File: src/rtl/pipe_stage_reg.sv
// pipe_stage_reg: parametrised valid/ready inter-stage pipeline register with flush and stall counter.
// Define PIPE_STAGE_SKID_EN to add a second (skid) entry and break the in_ready <- out_ready path.
module pipe_stage_reg #(
   parameter int PAYLOAD_W   = 32,
   parameter int CNT_W       = 16,
   parameter int ZERO_BUBBLE = 1
) (
   input  logic                 clk,
   input  logic                 rst_n,
   input  logic                 flush,
   input  logic                 in_valid,
   output logic                 in_ready,
   input  logic [PAYLOAD_W-1:0] in_data,
   output logic                 out_valid,
   input  logic                 out_ready,
   output logic [PAYLOAD_W-1:0] out_data,
   input  logic                 cnt_clr,
   output logic [CNT_W-1:0]     stall_cnt
);

   localparam logic [PAYLOAD_W-1:0] DATA_ZERO = {PAYLOAD_W{1'b0}};
   localparam logic [CNT_W-1:0]     CNT_ZERO  = {CNT_W{1'b0}};
   localparam logic [CNT_W-1:0]     CNT_MAX   = {CNT_W{1'b1}};

   logic                 out_valid_r;
   logic                 out_valid_s;
   logic [PAYLOAD_W-1:0] out_data_r;
   logic [PAYLOAD_W-1:0] out_data_s;
   logic [CNT_W-1:0]     stall_cnt_r;
   logic [CNT_W-1:0]     stall_cnt_s;
   logic [PAYLOAD_W-1:0] bubble_data_s;
   logic                 in_xfer_s;

   // Payload value left in the main register whenever it goes empty
   always_comb begin
      if (ZERO_BUBBLE != 0) begin
         bubble_data_s = DATA_ZERO;
      end else begin
         bubble_data_s = out_data_r;
      end
   end

`ifdef PIPE_STAGE_SKID_EN
   logic                 skid_valid_r;
   logic                 skid_valid_s;
   logic [PAYLOAD_W-1:0] skid_data_r;
   logic [PAYLOAD_W-1:0] skid_data_s;
   logic                 in_ready_r;
   logic                 in_ready_s;
   logic                 out_xfer_s;

   assign in_xfer_s  = in_valid & in_ready_r;
   assign out_xfer_s = out_valid_r & out_ready;

   // Next state of the main/skid pair; skid is only ever occupied while main is full
   always_comb begin
      out_valid_s  = out_valid_r;
      out_data_s   = out_data_r;
      skid_valid_s = skid_valid_r;
      skid_data_s  = skid_data_r;
      if (flush) begin
         out_valid_s  = 1'b0;
         out_data_s   = bubble_data_s;
         skid_valid_s = 1'b0;
      end else if (!out_valid_r) begin
         out_valid_s = in_xfer_s;
         if (in_xfer_s) begin
            out_data_s = in_data;
         end else begin
            out_data_s = bubble_data_s;
         end
      end else if (out_xfer_s) begin
         if (skid_valid_r) begin
            out_data_s   = skid_data_r;
            skid_valid_s = 1'b0;
         end else if (in_xfer_s) begin
            out_data_s = in_data;
         end else begin
            out_valid_s = 1'b0;
            out_data_s  = bubble_data_s;
         end
      end else if (in_xfer_s) begin
         skid_valid_s = 1'b1;
         skid_data_s  = in_data;
      end else begin
         skid_valid_s = skid_valid_r;
      end
      in_ready_s = ~skid_valid_s;
   end

   // Skid register and registered in_ready
   always_ff @(posedge clk or negedge rst_n) begin
      if (!rst_n) begin
         skid_valid_r <= 1'b0;
         skid_data_r  <= DATA_ZERO;
         in_ready_r   <= 1'b1;
      end else begin
         skid_valid_r <= skid_valid_s;
         skid_data_r  <= skid_data_s;
         in_ready_r   <= in_ready_s;
      end
   end

   assign in_ready = in_ready_r;
`else
   logic in_ready_s;

   // An empty stage always accepts; a full one only when it is being drained
   assign in_ready_s = ~out_valid_r | out_ready;
   assign in_xfer_s  = in_valid & in_ready_s;

   // Next state of the single main entry
   always_comb begin
      out_valid_s = out_valid_r;
      out_data_s  = out_data_r;
      if (flush) begin
         out_valid_s = 1'b0;
         out_data_s  = bubble_data_s;
      end else if (in_ready_s) begin
         out_valid_s = in_valid;
         if (in_xfer_s) begin
            out_data_s = in_data;
         end else begin
            out_data_s = bubble_data_s;
         end
      end else begin
         out_valid_s = out_valid_r;
      end
   end

   assign in_ready = in_ready_s;
`endif

   // Saturating back-pressure counter; clear takes precedence over counting
   always_comb begin
      if (cnt_clr) begin
         stall_cnt_s = CNT_ZERO;
      end else if (out_valid_r && !out_ready && (stall_cnt_r != CNT_MAX)) begin
         stall_cnt_s = stall_cnt_r + CNT_W'(1'b1);
      end else begin
         stall_cnt_s = stall_cnt_r;
      end
   end

   // Main output register and stall counter
   always_ff @(posedge clk or negedge rst_n) begin
      if (!rst_n) begin
         out_valid_r <= 1'b0;
         out_data_r  <= DATA_ZERO;
         stall_cnt_r <= CNT_ZERO;
      end else begin
         out_valid_r <= out_valid_s;
         out_data_r  <= out_data_s;
         stall_cnt_r <= stall_cnt_s;
      end
   end

   assign out_valid = out_valid_r;
   assign out_data  = out_data_r;
   assign stall_cnt = stall_cnt_r;

endmodule

File: config.mk
export PLATFORM = sky130hd
export DESIGN_NAME = pipe_stage_reg
export DESIGN_NICKNAME = d
export VERILOG_FILES = /design/src/rtl/pipe_stage_reg.sv
export SDC_FILE = /design/constraint.sdc
export NUM_CORES = 1
export LEC_CHECK = 0
export ABC_CLOCK_PERIOD_IN_PS = 5100
export BUFFER_PORTS_ARGS = -buffer_cell sky130_fd_sc_hd__buf_2
export CAP_MARGIN = 10
export CORE_UTILIZATION = 45
export CTS_BUF_LIST = sky130_fd_sc_hd__clkbuf_2
export DETAILED_ROUTE_END_ITERATION = 6
export PLACE_DENSITY_LB_ADDON = 0.05
export SLEW_MARGIN = 20
export SYNTH_ARGS = -nofsm -noshare
export SYNTH_HDL_FRONTEND = slang
export SYNTH_SLANG_ARGS = --single-unit
File: constraint.sdc
create_clock -name clk -period 5.1 [get_ports clk]
set_clock_uncertainty 0.2 [all_clocks]
set_input_delay 0.51 -clock clk [delete_from_list [all_inputs] [get_ports clk]]
set_output_delay 0.51 -clock clk [all_outputs]
set_load 0.05 [all_outputs]
Word level (Yosys, flattened, before mapping) --
Cells that the tools add are included.
Operators by class: bitwise operators 3, equality and inequality tests 1, multiplexer cells 7, reductions and logical operators 5, $add $sub $neg 1
Operators with widths (number):
- 32-bit 2-to-1 mux | 3
- 16-bit 2-to-1 mux | 2
- 16-bit by 1-bit adder with 16-bit output, second input constant | 1
- 16-bit inequality test, second input constant | 1
- 2-bit nonzero test | 2
- 1-bit logical AND | 2
- 1-bit 2-to-1 mux | 2
- 1-bit AND | 1
- 1-bit logical NOT | 1
- 1-bit inverter | 1
- 1-bit OR | 1
Word-level totals: output and inout port bits 50, bits of input ports 38, register bits after elaboration 49

Longest topological paths before layout --
Gate-level depths: netlist of run 1.
depth in word-level cells 6, depth in mapped cells 6, mapped depth without buffers 5

Worst setup path after synthesis of run 1 --
No wires, ideal clock.
path type reg2reg, start point register out_valid_r, in the netlist out_valid, end point register stall_cnt_r[14], in the netlist stall_cnt[14], stages on the path, launching flop included 7, period minus slack after synthesis 2296 ps, setup time 128 ps, arrival 1968 ps, path buffers 1, setup slack 2804 ps, cells stage by stage dfrtp_1 -> nor2b_2 -> buf_6 -> inv_2 -> nor4_1 -> nand4_1 -> mux2_1
On the way: longest elaborated chain between the ends 3
Ends and longest elaborated chain:
- start: declaration | RTL line 25 | logic out_valid_r;
- start signal: assignment | RTL line 152 | out_valid_r <= out_valid_s;
- 1-bit logical AND (2 in a row) | RTL line 138 | end else if (out_valid_r && !out_ready && (stall_cnt_r != CNT_MAX)) begin
- 2-bit nonzero test (no line)
- end signal: assignment | RTL line 154 | stall_cnt_r <= stall_cnt_s;
- end: declaration | RTL line 29 | logic [CNT_W-1:0] stall_cnt_r;
Every way passes these cells. A chain may end at the register's enable or synchronous reset.

Worst setup path after layout of run 1 --
start point register out_valid_r, in the netlist out_valid, end point output port in_ready
On the way: longest elaborated chain between the ends 2
Ends and longest elaborated chain:
- 1-bit inverter | RTL line 109 | assign in_ready_s = ~out_valid_r | out_ready;
- 1-bit OR | RTL line 109
- end: declaration | RTL line 12 | output logic in_ready,
Every way passes these cells.

==> run metrics, run 1 <==
Max transition margin 0.594; ratio of total power to cell area 256 nW/um2; Post-DP Area 2580 um2; Synth top area share 0.579; drt total wl 4390 um; CTS buffer count 5; GP Congestion 0.695; Reg2Reg Depth 5; I/O pin cnt 88; Critical R2R Capture stall_cnt[14]$_DFFE_PN0P_; CTS tree done; failing checks DRC; dominant synthesized flop cell dfrtp_1; Max VDD drop 0.000174 V; Die Span Y 70.6 um; Port Buffers 87; buffers from clock root to sink, at most 2; # diodes 0; clock sinks 49; worst setup slack after layout 2770 ps; clk_lat worst skew 440 ps; Die X 70.6 um; CP max FO 8; sequential fraction of the synthesis area 0.579; placed cells 301; GRT Total Usage 0.193; Fin Setup TNS 0 ps; synth cell count leaders 49 x dfrtp_1, 32 x a22o_1, 11 x nor2_1; Crit path arrival time 1620 ps; vias 1698; register bit total from synthesis 49; Slew @ Worst Pin 609 ps; max-slew violation total from the final report 0; status finished, violations left; first-pass GRT wire length 7590 um; start point of the critical path out_valid$_DFFE_PN0P_; Syn-to-layout area delta 25.2%; post-synthesis instance total 169; Synth cell types 35; non-filler cells, final 311; FMAX 429 MHz; Multi-input gate area 831 um2; R2R Setup Slk 2980 ps; CP Class flip-flop to primary output; share of cells above drive strength 1 0.432; Antenna Violating Nets Remaining 0; Initial Util 0.476; Layout Cell Area excl Fill 2650 um2; leakage 1.42 nW; Final HPWL DP 2950 um; Synthesized Nets 208; main area contributors after synthesis dfrtp_1 58%, a22o_1 13%, nand4_4 3.0%; Setup crit end kind primary output; # setup viols final 0; dominant cell type by area after synthesis dfrtp_1; register area 1230 um2; Nets 297; RSZ-0062 raised after global routing no; # DRC 4; hold violation count in the final report 0; crit path launch type flip-flop; crit path capture in_ready; core footprint 4440 um2; WL per Instance 14.1 um; pin count of the biggest net entering global routing 50; DRT Pass-1 Iters 6; fin crit share 0.457; Tmin final 2330 ps; H-tree depth 2; Layout fillers 388; most common cell in the netlist dfrtp_1; Ys Warns 0; asr flop ratio synth 1.00; die area 4980 um2; Placement Setup Slack 2750 ps; number of cell rows 24; maxcap violations 0; Avg Cell Area, Syn 12.5 um2; drt initial violations 76; antenna violations before repair 0; Worst Hold Class input port to flip-flop; Tot Pwr 679 uW; CP required 4390 ps; Reg clk slew, reported paths 250 ps; Post-synth EDFFs 0; vias in the first global route 1663; global route overflow 0; DR vias/cell 5.46; r2r startpoint out_valid$_DFFE_PN0P_; root buf cell clkbuf_2; Netlist Area Pre-Place 2120 um2
==> registers in the layout, indices dropped and copies added (netlist names) <==
| signal | flops |
|---|---|
| out_data | 32 |
| out_valid | 1 |
| stall_cnt | 16 |
==> placed cells by master, fill, tap and decap left out, types with 2 or more instances in the layout <==
master / netlist / routed
buf_2: 2 / 86
dfrtp_1: 49 / 49
a22o_1: 32 / 32
nor2_1: 11 / 10
a21oi_1: 9 / 9
clkbuf_2: 0 / 6
o21ai_0: 5 / 5
o31ai_1: 5 / 5
nor4_1: 4 / 4
nand2_1: 4 / 4
nand4_4: 3 / 3
or4_1: 3 / 3
nor3_1: 3 / 3
nand3_1: 3 / 3
or3_2: 3 / 3
buf_4: 0 / 3
nor2b_1: 2 / 2
nand3_2: 2 / 2
nand4_1: 2 / 2
and4_1: 2 / 2
and3_1: 2 / 2
inv_1: 2 / 2
mux2i_1: 2 / 2
xor2_1: 2 / 2
clkinvlp_4: 0 / 2
dlygate4sd3_1: 0 / 2
==> what timing repair did <==
item                                    in CTS  in global routing
endpoints found under the hold margin        1                 49
setup buffers                                0                  0
hold buffers                                 1                  1
endpoints found under the setup margin       0                  0
gates resized for setup                      0                  0
==> metrics by stage <==
stage,hold slack (ps),utilization
detailed placement,285,0.581
finish,54.0,0.597
global placement,283,0.581
global route,13.6,0.597
CTS,13.2,0.594
floorplan,14.4,-
==> layer usage <==
metal / track usage / up-vias / part of all wire
li1: - / 827 / -
met1: 0.265 / 800 / 0.47
met2: 0.298 / 61 / 0.46
met3: 0.0499 / 10 / 0.048
met4: 0.0778 / 0 / 0.020
met5: 0 / - / 0
==> area by class of cell <==
class | instances | share of cell area
multi-input combinational | 108 | 0.313
timing repair buffer | 91 | 0.178
clock inverter | 2 | 0.00566
tap | 52 | 0.0245
sequential | 49 | 0.462
clock buffer | 6 | 0.0113
inverter | 3 | 0.00425
==> how the worst min path moves through the flow <==
| stage | start | end | depth (start not counted) |
|---|---|---|---|
| after floorplan | rst_n | out_data[0]$_DFFE_PN0P_ | 0 |
| after global placement | out_data[4]$_DFFE_PN0P_ | out_data[4]$_DFFE_PN0P_ | 1 |
| after detailed placement | out_data[10]$_DFFE_PN0P_ | out_data[10]$_DFFE_PN0P_ | 1 |
| after CTS | in_data[5] | out_data[5]$_DFFE_PN0P_ | 2 |
| after global routing | in_data[11] | out_data[11]$_DFFE_PN0P_ | 2 |
| final | in_data[5] | out_data[5]$_DFFE_PN0P_ | 2 |
==> where the power goes <==
group	internal, mW	total, mW	leakage, nW	switching [mW]
sequential	0.401	0.408	0.668	0.00657
combinational	0.0311	0.108	0.722	0.0773
clock	0.0353	0.163	0.0252	0.127
==> critical path, stage by stage (launching register included) <==
cell and delay, ps:
dfrtp_1 400, nor2b_2 400, inv_2 140, buf_2 240
==> cells by family after synthesis <==
family,after synthesis,share of synthesized area
AO/OA/AOI/OAI,53,0.200
XOR/XNOR,2,0.00828
adder cells (fa/ha/maj),1,0.00591
buffers and inverters,12,0.0319
flip-flops,49,0.579
multiplexers,4,0.0201
AND/OR/NAND/NOR,48,0.154
Power figures use the tool's default switching activity.
==> run 2, diff against run 1 <==
--- a/config.mk
+++ b/config.mk
@@ -5,7 +5,7 @@
 export SDC_FILE = /design/constraint.sdc
 export NUM_CORES = 1
 export LEC_CHECK = 0
-export ABC_CLOCK_PERIOD_IN_PS = 5100
+export ABC_CLOCK_PERIOD_IN_PS = 2370
 export BUFFER_PORTS_ARGS = -buffer_cell sky130_fd_sc_hd__buf_2
 export CAP_MARGIN = 10
 export CORE_UTILIZATION = 45
==> constraint.sdc (replaced) <==
create_clock -name clk -period 2.37 [get_ports clk]
set_clock_uncertainty 0.2 [all_clocks]
set_input_delay 0.237 -clock clk [delete_from_list [all_inputs] [get_ports clk]]
set_output_delay 0.237 -clock clk [all_outputs]
set_load 0.05 [all_outputs]
==> run 2 against run 1 <==
  * Worst setup slack got worse by 2400 ps
  * Wire length increased by 17%
  * Largest power group unchanged
  * Sequential power increased by 120%
  * Largest cell class unchanged
  * Core utilization increased by 8.8 points
  * The flow still finishes with violations (DRC)
  * Sequential share of layout area decreased by 5.9 points
  * Critical endpoint is now stall_cnt[6]$_DFFE_PN0P_
==> run metrics, run 2 (same netlist as run 1, synthesis figures left out) <==
hold violation count in the final report 0; Slew @ Worst Pin 581 ps; Port Buffers 87; non-filler cells, final 347; post-route core utilization 0.684; number of cell rows 24; ratio of total power to cell area 533 nW/um2; hold slack 48.4 ps; number of setup buffers added after CTS 0; status finished, violations left; CP Class flip-flop to flip-flop; NetSw 463 uW; Worst Path Buf+Inv 0; Tot Pwr 1.62 mW; Seq pwr share 0.543; DR vias/cell 5.34; Final HPWL DP 3130 um; Max VDD drop 0.000286 V; # diodes 0; GRT Total Usage 0.221; worst hold start out_ready; combinational share of power 0.176; drt total wl 5140 um; max reg flops 32; cts repair resizes 0; drt initial violations 88; Clock power frac 0.281; Post-CTS Hold Fix Bufs 36; Cell Chain, Critical Path ha_1 > nand3_2 > o41ai_4 > or4_2 > a21oi_1; Fin Setup TNS 0 ps; DRT Pass-1 Iters 6; placed cells 303; global route overflow 0; FMAX 492 MHz; antenna violations before repair 0; first-pass GRT wire length 8580 um; Die X 70.6 um; Hold Crit Endpoint stall_cnt[4]$_DFFE_PN0P_; Crit path max-delay family simple AND/OR/NAND/NOR gates; core footprint 4440 um2; pin count of the biggest net entering global routing 33; most frequent cells in the layout 87 x buf_2, 49 x dfrtp_1, 36 x dlygate4sd3_1; Reg2Reg Depth 5; CP required 2540 ps; clk_lat worst skew 420 ps; WL per Instance 14.8 um; buffers from clock root to sink, at most 2; # DRC 4; vias 1852; I/O pin cnt 88; r2r startpoint stall_cnt[0]$_DFFE_PN0P_; Worst Hold Class input port to flip-flop; Critical R2R Capture stall_cnt[6]$_DFFE_PN0P_; cell-internal power 1.16 mW; switching share of power 0.286; maxcap violations 0; share of cells above drive strength 1 0.386; leakage 1.59 nW; Setup crit end kind flip-flop; Max transition margin 0.613; Max stage delay on crit path 560 ps; Reg clk slew, reported paths 230 ps; Multi-input gate area 831 um2; CTS tree done; failing checks DRC; CTS buffer count 5; fin crit share 0.857; R2R Setup Slk 340 ps; H-tree depth 2; clock sinks 49; GP Congestion 0.750; max-slew violation total from the final report 0; Critical Path Slowest Stage Cell or4_2; Syn-to-layout area delta 43.6%; crit path launch type flip-flop; Antenna Violating Nets Remaining 0; root buf cell clkbuf_2; most common cell after layout, fill and taps aside buf_2; Tmin final 2030 ps; Crit path arrival time 2200 ps; Initial Util 0.476; Die Span Y 70.6 um; RSZ-0062 raised after global routing no; # setup viols final 0; die area 4980 um2; vias in the first global route 1824; Nets 333; CP max FO 10; register area 1230 um2; Layout fillers 346; depth of the worst hold-timing path 5
-- run 2: cell types whose count changed in the layout (fill, tap and decap cells not counted), sizes merged --
cell,before,now
dlygate4sd3,2,36
buf,89,91
clkinvlp,2,0
bufinv,0,1
clkinv,0,1
-- run 2: layout make-up --
cell class	instances	share of cell area
inverter	3	0.00370
clock buffer	6	0.00988
tap	52	0.0214
sequential	49	0.403
multi-input combinational	108	0.273
timing repair buffer	127	0.276
clock inverter	2	0.0128
-- run 2: worst register-to-register path, cell delays in order (launching register included) --
cell and delay, ps:
dfrtp_1 470, ha_1 260, nand3_2 200, o41ai_4 140, or4_2 560, a21oi_1 160
-- run 2: worst max-delay path by stage --
stage,start,to,slack [ps],cells after the start
after global routing,stall_cnt[0]$_DFFE_PN0P_,stall_cnt[14]$_DFFE_PN0P_,180,5
after floorplan,out_valid$_DFFE_PN0P_,stall_cnt[14]$_DFFE_PN0P_,70,6
after global placement,stall_cnt[0]$_DFFE_PN0P_,stall_cnt[1]$_DFFE_PN0P_,400,5
after CTS,stall_cnt[0]$_DFFE_PN0P_,stall_cnt[14]$_DFFE_PN0P_,340,5
after detailed placement,stall_cnt[0]$_DFFE_PN0P_,stall_cnt[14]$_DFFE_PN0P_,360,5
final,stall_cnt[0]$_DFFE_PN0P_,stall_cnt[6]$_DFFE_PN0P_,340,5
-- run 2: per-layer routing --
layer / share of wire / global-route usage / vias up
met5: 0 / 0 / -
met1: 0.43 / 0.282 / 877
met2: 0.50 / 0.374 / 68
met4: 0.018 / 0.0800 / 0
met3: 0.046 / 0.0456 / 11
li1: - / - / 896
-- run 2: power groups by stage --
stage | sequential, mW | clock (mW) | combinational, mW
after floorplan | 0.988 | 0 | 0.0543
after global placement | 0.892 | 0 | 0.237
after detailed placement | 0.891 | 0 | 0.240
after CTS | 0.879 | 0.474 | 0.285
after global routing | 0.884 | 0.506 | 0.304
final | 0.879 | 0.455 | 0.286
-- run 2: per-stage QoR --
stage,setup slack [ps],area (um2)
4_1_cts,344,3040
6_report,339,3040
3_3_place_gp,402,2610
3_5_place_dp,357,2610
5_1_grt,181,3040
2_1_floorplan,74.4,2120
